File: src/rtl/wb_stage.sv
// wb_stage: writeback stage between the memory stage and the 32x32 register file.
//
// Accepts one retiring instruction per in_valid/in_ready handshake. Non-loads go
// straight to a one-cycle WRITE. Loads park in WAIT_MEM until mem_rdata_valid, then
// the addressed byte/halfword/word is extracted, extended and written one cycle later.
//
// Ports:
//   clk, rst           rising-edge clock; asynchronous active-high reset
//   in_valid/in_ready  handshake from the memory stage (in_ready = state != WAIT_MEM)
//   in_dest            destination register
//   in_result          ALU result for non-loads
//   in_is_load         instruction is a load
//   in_ld_type         000 lw, 001 lb, 010 lbu, 011 lh, 100 lhu, 101..111 lw
//   in_addr_lo         load address bits [1:0]
//   mem_rdata_valid    data memory read data valid (only honoured in WAIT_MEM)
//   mem_rdata          data memory read word
//   wen/waddr/wdata    register file write port, registered
//   busy               stage is waiting on data memory
//   retire_cnt         retired-instruction counter, wraps at 2^CNT_W
//
// Optional feature (macro WB_BYPASS_EN):
//   byp_valid/byp_addr/byp_data mirror the write port during WRITE for decode-stage
//   forwarding; byp_valid is 0 outside WRITE and on reset.

module wb_stage #(
  parameter int unsigned ADDR_W = 5,
  parameter int unsigned DATA_W = 32,
  parameter int unsigned CNT_W  = 32
) (
  input  logic              clk,
  input  logic              rst,
  input  logic              in_valid,
  output logic              in_ready,
  input  logic [ADDR_W-1:0] in_dest,
  input  logic [DATA_W-1:0] in_result,
  input  logic              in_is_load,
  input  logic [2:0]        in_ld_type,
  input  logic [1:0]        in_addr_lo,
  input  logic              mem_rdata_valid,
  input  logic [DATA_W-1:0] mem_rdata,
  output logic              wen,
  output logic [ADDR_W-1:0] waddr,
  output logic [DATA_W-1:0] wdata,
  output logic              busy,
  output logic [CNT_W-1:0]  retire_cnt
`ifdef WB_BYPASS_EN
  ,
  output logic              byp_valid,
  output logic [ADDR_W-1:0] byp_addr,
  output logic [DATA_W-1:0] byp_data
`endif
);

  typedef enum logic [1:0] {
    StIdle    = 2'd0,
    StWaitMem = 2'd1,
    StWrite   = 2'd2
  } state_t;

  localparam logic [2:0] LdLb  = 3'b001;
  localparam logic [2:0] LdLbu = 3'b010;
  localparam logic [2:0] LdLh  = 3'b011;
  localparam logic [2:0] LdLhu = 3'b100;

  state_t              r_state;
  logic [ADDR_W-1:0]   r_dest;
  logic [2:0]          r_ld_type;
  logic [1:0]          r_addr_lo;
  logic                r_wen;
  logic [ADDR_W-1:0]   r_waddr;
  logic [DATA_W-1:0]   r_wdata;
  logic                r_busy;
  logic [CNT_W-1:0]    r_retire_cnt;

  logic [7:0]          w_byte;
  logic [15:0]         w_half;
  logic [DATA_W-1:0]   w_ld_data;

  // Lane select uses the latched address; addr_lo[0] is ignored for halfwords.
  always_comb begin
    w_byte = 8'h00;
    unique case (r_addr_lo)
      2'd0: w_byte = mem_rdata[7:0];
      2'd1: w_byte = mem_rdata[15:8];
      2'd2: w_byte = mem_rdata[23:16];
      2'd3: w_byte = mem_rdata[31:24];
      default: w_byte = 8'h00;
    endcase
    w_half = r_addr_lo[1] ? mem_rdata[31:16] : mem_rdata[15:0];
  end

  always_comb begin
    w_ld_data = mem_rdata;
    case (r_ld_type)
      LdLb:    w_ld_data = {{(DATA_W-8){w_byte[7]}}, w_byte};
      LdLbu:   w_ld_data = {{(DATA_W-8){1'b0}}, w_byte};
      LdLh:    w_ld_data = {{(DATA_W-16){w_half[15]}}, w_half};
      LdLhu:   w_ld_data = {{(DATA_W-16){1'b0}}, w_half};
      default: w_ld_data = mem_rdata;
    endcase
  end

  always_ff @(posedge clk or posedge rst) begin
    if (rst) begin
      r_state      <= StIdle;
      r_dest       <= '0;
      r_ld_type    <= '0;
      r_addr_lo    <= '0;
      r_wen        <= 1'b0;
      r_waddr      <= '0;
      r_wdata      <= '0;
      r_busy       <= 1'b0;
      r_retire_cnt <= '0;
    end else begin
      // wen is a one-cycle pulse; only the transitions into WRITE raise it.
      r_wen <= 1'b0;
      case (r_state)
        StIdle, StWrite: begin
          if (in_valid) begin
            if (in_is_load) begin
              r_dest    <= in_dest;
              r_ld_type <= in_ld_type;
              r_addr_lo <= in_addr_lo;
              r_busy    <= 1'b1;
              r_state   <= StWaitMem;
            end else begin
              r_wen        <= (in_dest != '0);
              r_waddr      <= in_dest;
              r_wdata      <= in_result;
              r_retire_cnt <= r_retire_cnt + CNT_W'(1);
              r_state      <= StWrite;
            end
          end else begin
            r_state <= StIdle;
          end
        end
        StWaitMem: begin
          if (mem_rdata_valid) begin
            r_wen        <= (r_dest != '0);
            r_waddr      <= r_dest;
            r_wdata      <= w_ld_data;
            r_retire_cnt <= r_retire_cnt + CNT_W'(1);
            r_busy       <= 1'b0;
            r_state      <= StWrite;
          end
        end
        default: begin
          r_busy  <= 1'b0;
          r_state <= StIdle;
        end
      endcase
    end
  end

  assign in_ready   = (r_state != StWaitMem);
  assign wen        = r_wen;
  assign waddr      = r_waddr;
  assign wdata      = r_wdata;
  assign busy       = r_busy;
  assign retire_cnt = r_retire_cnt;

`ifdef WB_BYPASS_EN
  // wen is only ever high in WRITE, so it doubles as the bypass qualifier.
  assign byp_valid = r_wen;
  assign byp_addr  = r_waddr;
  assign byp_data  = r_wdata;
`endif

endmodule

File: config.mk
export PLATFORM = sky130hd
export DESIGN_NAME = wb_stage
export DESIGN_NICKNAME = d
export VERILOG_FILES = /design/src/rtl/wb_stage.sv
export SDC_FILE = /design/constraint.sdc
export NUM_CORES = 1
export LEC_CHECK = 0
export BUFFER_PORTS_ARGS = -buffer_cell sky130_fd_sc_hd__buf_4
export CORE_MARGIN = 3
export CORE_UTILIZATION = 45
export DETAILED_ROUTE_END_ITERATION = 7
export PLACE_DENSITY = 0.82
export SYNTH_ARGS = -nofsm -noshare
export SYNTH_HDL_FRONTEND = slang
export SYNTH_SLANG_ARGS = --single-unit
File: constraint.sdc
create_clock -name clk -period 3.1 [get_ports clk]
set_clock_uncertainty 0.15 [all_clocks]
set_input_delay 0.62 -clock clk [delete_from_list [all_inputs] [get_ports clk]]
set_output_delay 0.62 -clock clk [all_outputs]
set_load 0.01 [all_outputs]
======== Yosys cells after proc, flatten, opt, wreduce, memory -nomap -nowiden ========
Cells that the tools add are included.
cells by class
  add/subtract/negate cells ............... 1
  equality and inequality tests ........... 14
  muxes and demuxes ....................... 27
  reduce and logical (&&, ||, !) cells .... 9
operator list
  cell                                                             number
  32-bit 2-to-1 mux                                                6
  32-bit case mux with 2 select lines                              2
  32-bit case mux with 4 select lines                              1
  32-bit by 1-bit adder with 32-bit output, second input constant  1
  8-bit case mux with 4 select lines                               1
  16-bit 2-to-1 mux                                                1
  5-bit 2-to-1 mux                                                 3
  5-bit case mux with 2 select lines                               1
  5-bit nonzero test                                               2
  2-bit != test, second input constant                             4
  2-bit == test, second input constant                             3
  3-bit by 2-bit == test with 1-bit output, second input constant  2
  1-bit 2-to-1 mux                                                 6
  2-bit 2-to-1 mux                                                 3
  3-bit AND reduction                                              2
  2-bit by 1-bit == test with 1-bit output, second input constant  2
  2-bit zero test                                                  2
  1-bit case mux with 2 select lines                               2
  2-bit case mux with 2 select lines                               1
  4-bit AND reduction                                              1
  3-bit by 1-bit == test with 1-bit output, second input constant  1
  3-bit == test, second input constant                             1
  2-bit by 1-bit != test with 1-bit output, second input constant  1
  2-bit nonzero test                                               1
  2-bit OR reduction                                               1
word-level totals
  register bits after elaboration ......... 83
  bits of input ports ..................... 79
  output and inout port bits .............. 72

======== Depth between registers and ports, before layout ========
Gate-level depths: netlist (run 1).
  word-level depth ........................ 5
  gate-level depth with buffers ........... 7
  depth with buffers taken out ............ 5

======== Worst setup path before layout (run 1) ========
Ideal clock, no wire load.
  path kind ............................... input to register
  start ................................... input in_is_load
  end ..................................... register r_wdata[10], in the netlist wdata[10]
  library setup time ...................... 0.151 ns
  arrival ................................. 1.706 ns
  slack ................................... 1.093 ns
  stages .................................. 6
  path buffers ............................ 2
  path through ............................ or3b_1 -> buf_4 -> clkbuf_1 -> or3_1 -> o21ai_0 -> a41oi_1
between the ends
  longest elaborated chain between the ends .. 2
RTL lines
  what                                  RTL line  source
  start: declaration                    36        input logic in_is_load,
  2-bit != test (no source line)        -
  4-bit AND reduction (no source line)  -
  end signal: assignment                129       r_wdata <= in_result;
  end signal: assignment                141       r_wdata <= w_ld_data;
  end: declaration                      71        logic [DATA_W-1:0] r_wdata;
No other way between the ends.
A chain may end at the register's enable or synchronous reset.

======== Worst setup path after layout (run 1) ========
  start ................................... register r_ld_type[1]
  end ..................................... register r_wdata[3], in the netlist wdata[3]
between the ends
  longest elaborated chain between the ends .. 4
  elaborated cells on any way between the ends .. 7
  classes of those cells .................. 4 x eq/ne; 3 x mux
RTL lines
  what                                   RTL line  source
  start: declaration                     67        logic [2:0] r_ld_type;
  start signal: assignment               122       r_ld_type <= in_ld_type;
  3-bit == test (tied with other cells)  94        case (r_ld_type)
  32-bit case mux with 4 select lines *  94
  32-bit 2-to-1 mux *                    138       if (mem_rdata_valid) begin
  32-bit case mux with 2 select lines *  117       case (r_state)
Mark *: on every way between the ends. The rest lies on a longest branch, timed or not. The select of a mux whose other input is x is not followed.

==> run_results.csv, run 1 <==
group,metric,value,unit
logic_synthesis,yosysUniqueCellTypes,54,
placement,gp_congestion,0.952,
routing,ant_nets,0,
die,pin_count,151,
routing,avgViaCountPerCell,5.90,
clock_network,cts.htree.levels,3,
power,power.total,0.00351,W
die,die_h,107,µm
routing,drt-pass1-iter-count,6,
power,ir_drop,0.246,mV
routing,first_iter_violations,313,
final_layout,area_growth,29.7,%
die,die_width,107,µm
global_route,overflow,0,
placement,numPortBuffers,150,
clock_network,cts_hold_buf,0,
final_layout,fin_nets,686,
logic_synthesis,synthArstFlopShare,100,%
routing,route.vias.total,4393,
setup_path,cp.arrival,2.47,ns
logic_synthesis,syn_avg_cell_area,9.83,µm²
power,p_sw_share,36.5,%
logic_synthesis,synthFlopType,"dfrtp_1",
clock_network,post-cts-setup-buffer-count,0,
power,pwr-share-comb,36.6,%
job,drv_cap,0,
logic_synthesis,seq_area_frac_synth,44.9,%
power,p_seq_share,43.1,%
timing,tns,0,ns
final_layout,layout-drive-gt1-share,35.0,%
clock_network,cts_tree,"built",
setup_path,cp.required,3.22,ns
timing,slew-limit-headroom,51.8,%
die,core_area,9860,µm²
setup_path,timing.rr.end,"wdata[3]",
power,static-leakage-power,2.58,nW
timing,min_period,2.35,ns
global_route,grtUsageTotal,23.2,%
setup_path,crit_path_end_kind,"flip-flop",
power,p_int,0.00223,W
die,dieArea,11500,µm²
routing,wl_per_cell,18.1,µm
clock_network,clk_latency,0.35,ns
logic_synthesis,synth-xor-area-share,6.07,%
routing,drc,0,
clock_network,cts-root-buf,"clkbuf_8",
logic_synthesis,synth_top_family_by_area,"simple AND/OR/NAND/NOR gates",
run_status,outcome,"complete, no violations",
global_route,grt_pass1_wl,21.4,mm
clock_network,cts_resized,0,
global_route,antenna_found_initial,0,
timing,maxSlewViolCount,0,
clock_network,cts_buffer_depth,2,
clock_network,clk_pin_slew,0.10,ns
timing,finalHoldViolCount,0,
logic_synthesis,synthSimpleGateAreaFrac,20.0,%
logic_synthesis,synth_compound_area_share,18.7,%
timing,fin_crit_sh,75.8,%
setup_path,start_kind,"flip-flop",
logic_synthesis,synth_edf_count,0,
logic_synthesis,syn_area,4620,µm²
setup_path,reg2regPathDepth,4,
setup_path,r2r_start,"r_ld_type[1]",
power,p_switching,0.00128,W
power,p_per_area,586,nW/µm²
power,pwr-share-clk,20.3,%
logic_synthesis,synthCells,470,
timing,hold_ws,0.123,ns
routing,routed_wl,13.4,mm
logic_synthesis,synth_seq_cells,83,
timing,fmax,425,MHz
final_layout,n_fill_cell,807,
logic_synthesis,synth_fa_ha_area_share,0.271,%
global_route,grt_pass1_vias,4331,
hold_path,hp-class,"in -> async",
die,start_util,46.8,%
global_route,grt_max_degree,37,
logic_synthesis,synth_warnings,0,
die,rows,36,
timing,rsz0062_at_grt,"false",
setup_path,path_class,"reg -> reg",
logic_synthesis,synth_mux_area_share,5.33,%
clock_network,numCtsBuffers,9,
logic_synthesis,syn_nets,550,
final_layout,final_core_util,60.8,%
placement,place_hpwl,9.84,mm
final_layout,diodes,0,
timing,setup_viol,0,
timing,worst_slew_pin_slew,0.722,ns
clock_network,clock-sinks,83,
setup_path,worst-path-max-fanout,17,
setup_path,rrSetupSlack,0.75,ns
-- Yosys cell counts, types with 8 or more instances --
library cell | instances | area, µm²
inv_1 | 9 | 33.8
or4_1 | 9 | 67.6
nor2b_1 | 9 | 56.3
a21oi_2 | 10 | 87.6
and3_1 | 9 | 56.3
xnor2_1 | 29 | 254
buf_2 | 11 | 55.1
mux2_2 | 19 | 214
dfrtp_1 | 83 | 2080
nand4_1 | 17 | 106
nor2_1 | 9 | 33.8
a21oi_1 | 17 | 85.1
nand3_1 | 10 | 50.1
or3_1 | 31 | 194
o21ai_0 | 43 | 215
clkbuf_1 | 14 | 52.6
nand2_1 | 49 | 184
a211oi_1 | 8 | 60.1
-- cells in the final DEF (no fill, tap or decap), drive strengths merged, types with 2 or more instances in the layout --
master / netlist / layout
a211oi: 8 / 8
a21oi: 29 / 29
a221oi: 7 / 7
a222oi: 7 / 7
a22o: 7 / 7
a31oi: 7 / 7
a41oi: 7 / 7
and2: 3 / 3
and3: 9 / 9
and4: 6 / 6
buf: 20 / 159
clkbuf: 14 / 10
clkinv: 1 / 4
clkinvlp: 0 / 3
dfrtp: 83 / 83
inv: 9 / 9
mux2: 19 / 19
nand2: 50 / 50
nand3: 10 / 10
nand3b: 2 / 2
nand4: 17 / 17
nor2: 11 / 11
nor2b: 10 / 10
nor3: 2 / 2
nor4: 2 / 2
o21ai: 43 / 43
or3: 31 / 31
or4: 9 / 9
xnor2: 29 / 29
xor2: 3 / 3
-- stage by stage --
step / setup WS [ns] / std cells / instance area [µm²]
after floorplan: 0.193 / 470 / 4620
after global placement: 0.762 / 728 / 5810
after detailed placement: 0.748 / 728 / 5810
after CTS: 0.801 / 744 / 5990
after global routing: 0.605 / 744 / 5990
final: 0.749 / 744 / 5990
-- power by group through the flow --
stage                     combinational (W)  sequential, W  clock, W
final                               0.00129        0.00151  0.000711
after global routing                0.00140        0.00154  0.000777
after CTS                           0.00129        0.00151  0.000730
after detailed placement            0.00128        0.00153         0
after global placement              0.00126        0.00152         0
after floorplan                    0.000674        0.00155         0
-- worst max path at each step --
stage | to | start | depth (start not counted) | slack, ns
after detailed placement | wdata[23] | mem_rdata[31] | 6 | 0.75
after CTS | wdata[7] | r_ld_type[1] | 5 | 0.80
after global routing | wdata[7] | r_ld_type[1] | 5 | 0.61
after floorplan | busy | rst | 1 | 0.19
final | wdata[3] | r_ld_type[1] | 4 | 0.75
after global placement | wdata[7] | in_is_load | 6 | 0.76
-- critical path: stages (launching register included) --
cell	delay [ns]
dfrtp_1	0.76
and4bb_2	0.44
a21oi_1	0.50
a221oi_1	0.19
a21oi_1	0.21
-- cells by family (layout without fill, tap and decap cells) --
kind of cell               after synthesis  count (layout)
xor gates and xnor gates                32              32
DFF                                     83              83
AOI/OAI and AO/OA                      124             124
and+or+nand+nor                        165             165
muxes                                   21              21
adders and majority gates                1               1
buffers and inverters                   44             185
-- state kept, by name, indices dropped and copies added (netlist names) --
| register | count |
|---|---|
| wen | 1 |
| wdata | 32 |
| r_addr_lo | 2 |
| r_ld_type | 3 |
| r_state | 2 |
| retire_cnt | 32 |
| busy | 1 |
| waddr | 5 |
| r_dest | 5 |
-- cell type report --
type / instances / area, µm² / share of cell area [%]
multi-input combinational: 343 / 2330 / 38.8
sequential: 83 / 2080 / 34.7
timing repair buffer: 159 / 1210 / 20.1
tap: 133 / 166 / 2.78
clock buffer: 10 / 128 / 2.13
clock inverter: 6 / 51.3 / 0.856
inverter: 10 / 38.8 / 0.647
-- metal layers --
metal	GRT usage [%]	vias up	part of all wire, %
li1	-	2014	-
met1	30.6	2083	40
met2	37.3	259	46
met3	5.16	37	11
met4	9.11	0	2.9
met5	0	-	0
(Power assumes the default switching activity.)
==> run 2: changes to the inputs <==
Clock period 3.1 ns to 2.2 ns, I/O delays scaled along.
==> run 2 against run 1 <==
Net effect:
- cell area increased by 3.3%
- sequential share of layout area decreased by 1.1 points
- core utilization increased by 2.0 points
- register-to-register slack got worse by 0.60 ns
- largest cell class unchanged
- largest power group unchanged
- highest routed layer unchanged
==> run_results.csv, run 2 (synthesis gave the netlist of run 1 again) <==
group,metric,value,unit
setup_path,start_kind,"flip-flop",
setup_path,worst-path-max-fanout,11,
run_status,outcome,"complete, no violations",
final_layout,layout-drive-gt1-share,36.8,%
placement,gp_congestion,0.903,
clock_network,cts_buffer_depth,2,
final_layout,multi_input_area,2330,µm²
die,start_util,46.8,%
clock_network,clk_latency,0.36,ns
global_route,grt_max_degree,34,
routing,wl_per_cell,17.9,µm
power,static-leakage-power,2.68,nW
final_layout,final_core_util,62.7,%
placement,place_hpwl,10.0,mm
routing,avgViaCountPerCell,5.79,
routing,drc,0,
timing,min_period,2.05,ns
hold_path,hp-class,"in -> reg",
timing,slew-limit-headroom,62.5,%
clock_network,clk_pin_slew,0.10,ns
timing,fmax,488,MHz
die,die_h,107,µm
die,core_area,9860,µm²
setup_path,cp.required,2.24,ns
clock_network,clock-sinks,83,
placement,numPortBuffers,150,
clock_network,numCtsBuffers,9,
routing,routed_wl,13.5,mm
clock_network,post-cts-setup-buffer-count,0,
timing,fin_crit_sh,93.1,%
die,dieArea,11500,µm²
global_route,overflow,0,
timing,maxSlewViolCount,0,
job,drv_cap,0,
setup_path,path_class,"reg -> reg",
clock_network,cts_tree,"built",
routing,first_iter_violations,346,
die,die_width,107,µm
global_route,grt_pass1_vias,4361,
final_layout,n_fill_cell,815,
power,ir_drop,0.436,mV
die,pin_count,151,
clock_network,cts.htree.levels,3,
power,p_per_area,835,nW/µm²
timing,worst_slew_pin_slew,0.561,ns
final_layout,fin_nets,698,
routing,ant_nets,0,
timing,tns,0,ns
final_layout,diodes,0,
setup_path,crit_path_end_kind,"flip-flop",
final_layout,area_growth,33.9,%
timing,rsz0062_at_grt,"false",
routing,drt-pass1-iter-count,7,
global_route,grt_pass1_wl,21.8,mm
final_layout,regArea,2080,µm²
setup_path,cp.arrival,2.09,ns
final_layout,layout_common_cells,"164 x buf_4, 83 x dfrtp_1, 49 x nand2_1",
timing,setup_viol,0,
global_route,grtUsageTotal,23.7,%
clock_network,cts-root-buf,"clkbuf_8",
routing,route.vias.total,4378,
die,rows,36,
global_route,antenna_found_initial,0,
final_layout,mostFrequentLayoutCell,"buf_4",
timing,finalHoldViolCount,0,
run 2: cell count changes in the layout (fill, tap and decap cells not counted), moves of 2 or more:
cell and delta:
buf_4 +6, a21oi_1 -2, a21oi_2 +2, buf_12 +5, inv_6 +2
run 2: final timing paths:
kind                                  from             end  slack (ns)  depth (start not counted)
setup reg to reg              r_addr_lo[0]       wdata[10]        0.15                          3
hold / removal             mem_rdata_valid      r_state[0]        0.14                          2
max in group asynchronous              rst       wdata[17]        0.83                          4
min in group asynchronous              rst      r_state[1]        0.53                          3
setup / recovery              r_addr_lo[0]       wdata[10]        0.15                          3
hold reg to reg             retire_cnt[31]  retire_cnt[31]        0.34                          1
run 2: final cells by class:
class	instances	area share [%]
well taps	133	2.69
multi-input cells	343	37.7
inverters	10	0.667
flip-flops and latches	83	33.6
repair buffers	171	22.0
clock buffers	10	2.22
clock inverters	6	1.15
run 2: through the flow:
stage / power, W / worst slack (ns) / std cells / area [µm²] / hold slack, ns
after floorplan: 0.00314 / 0.373 / 470 / 4620 / 0.343
after global placement: 0.00396 / 0.0491 / 739 / 5960 / 0.323
after detailed placement: 0.00403 / 0.0295 / 739 / 5960 / 0.328
after CTS: 0.00520 / 0.0557 / 756 / 6180 / 0.130
after global routing: 0.00550 / 0.0345 / 756 / 6190 / 0.136
final: 0.00517 / 0.151 / 756 / 6190 / 0.139
run 2: metal layers:
metal / global-route usage (%) / wire, µm
met5: 0 / 0
met4: 6.76 / 242
met3: 7.26 / 1510
met2: 37.4 / 6320
met1: 31.6 / 5480
run 2: critical path, stage by stage (launching register included):
cell	delay [ns]
dfrtp_1	0.64
mux4_2	0.43
a31oi_2	0.44
a41oi_1	0.21
run 2: where the power goes:
| group | internal [W] | leakage, nW | total [W] | switching, W |
|---|---|---|---|---|
| registers | 0.00184 | 1.01 | 0.00210 | 0.000259 |
| logic | 0.000939 | 1.57 | 0.00191 | 0.000973 |
| clock network | 0.000566 | 0.0995 | 0.00116 | 0.000593 |
run 2: repair_timing:
action | in CTS | in global routing
hold endpoints to repair | 21 | 0
setup endpoints to repair | 0 | 9
hold buffers | 1 | 0
gates resized for setup | 0 | 3
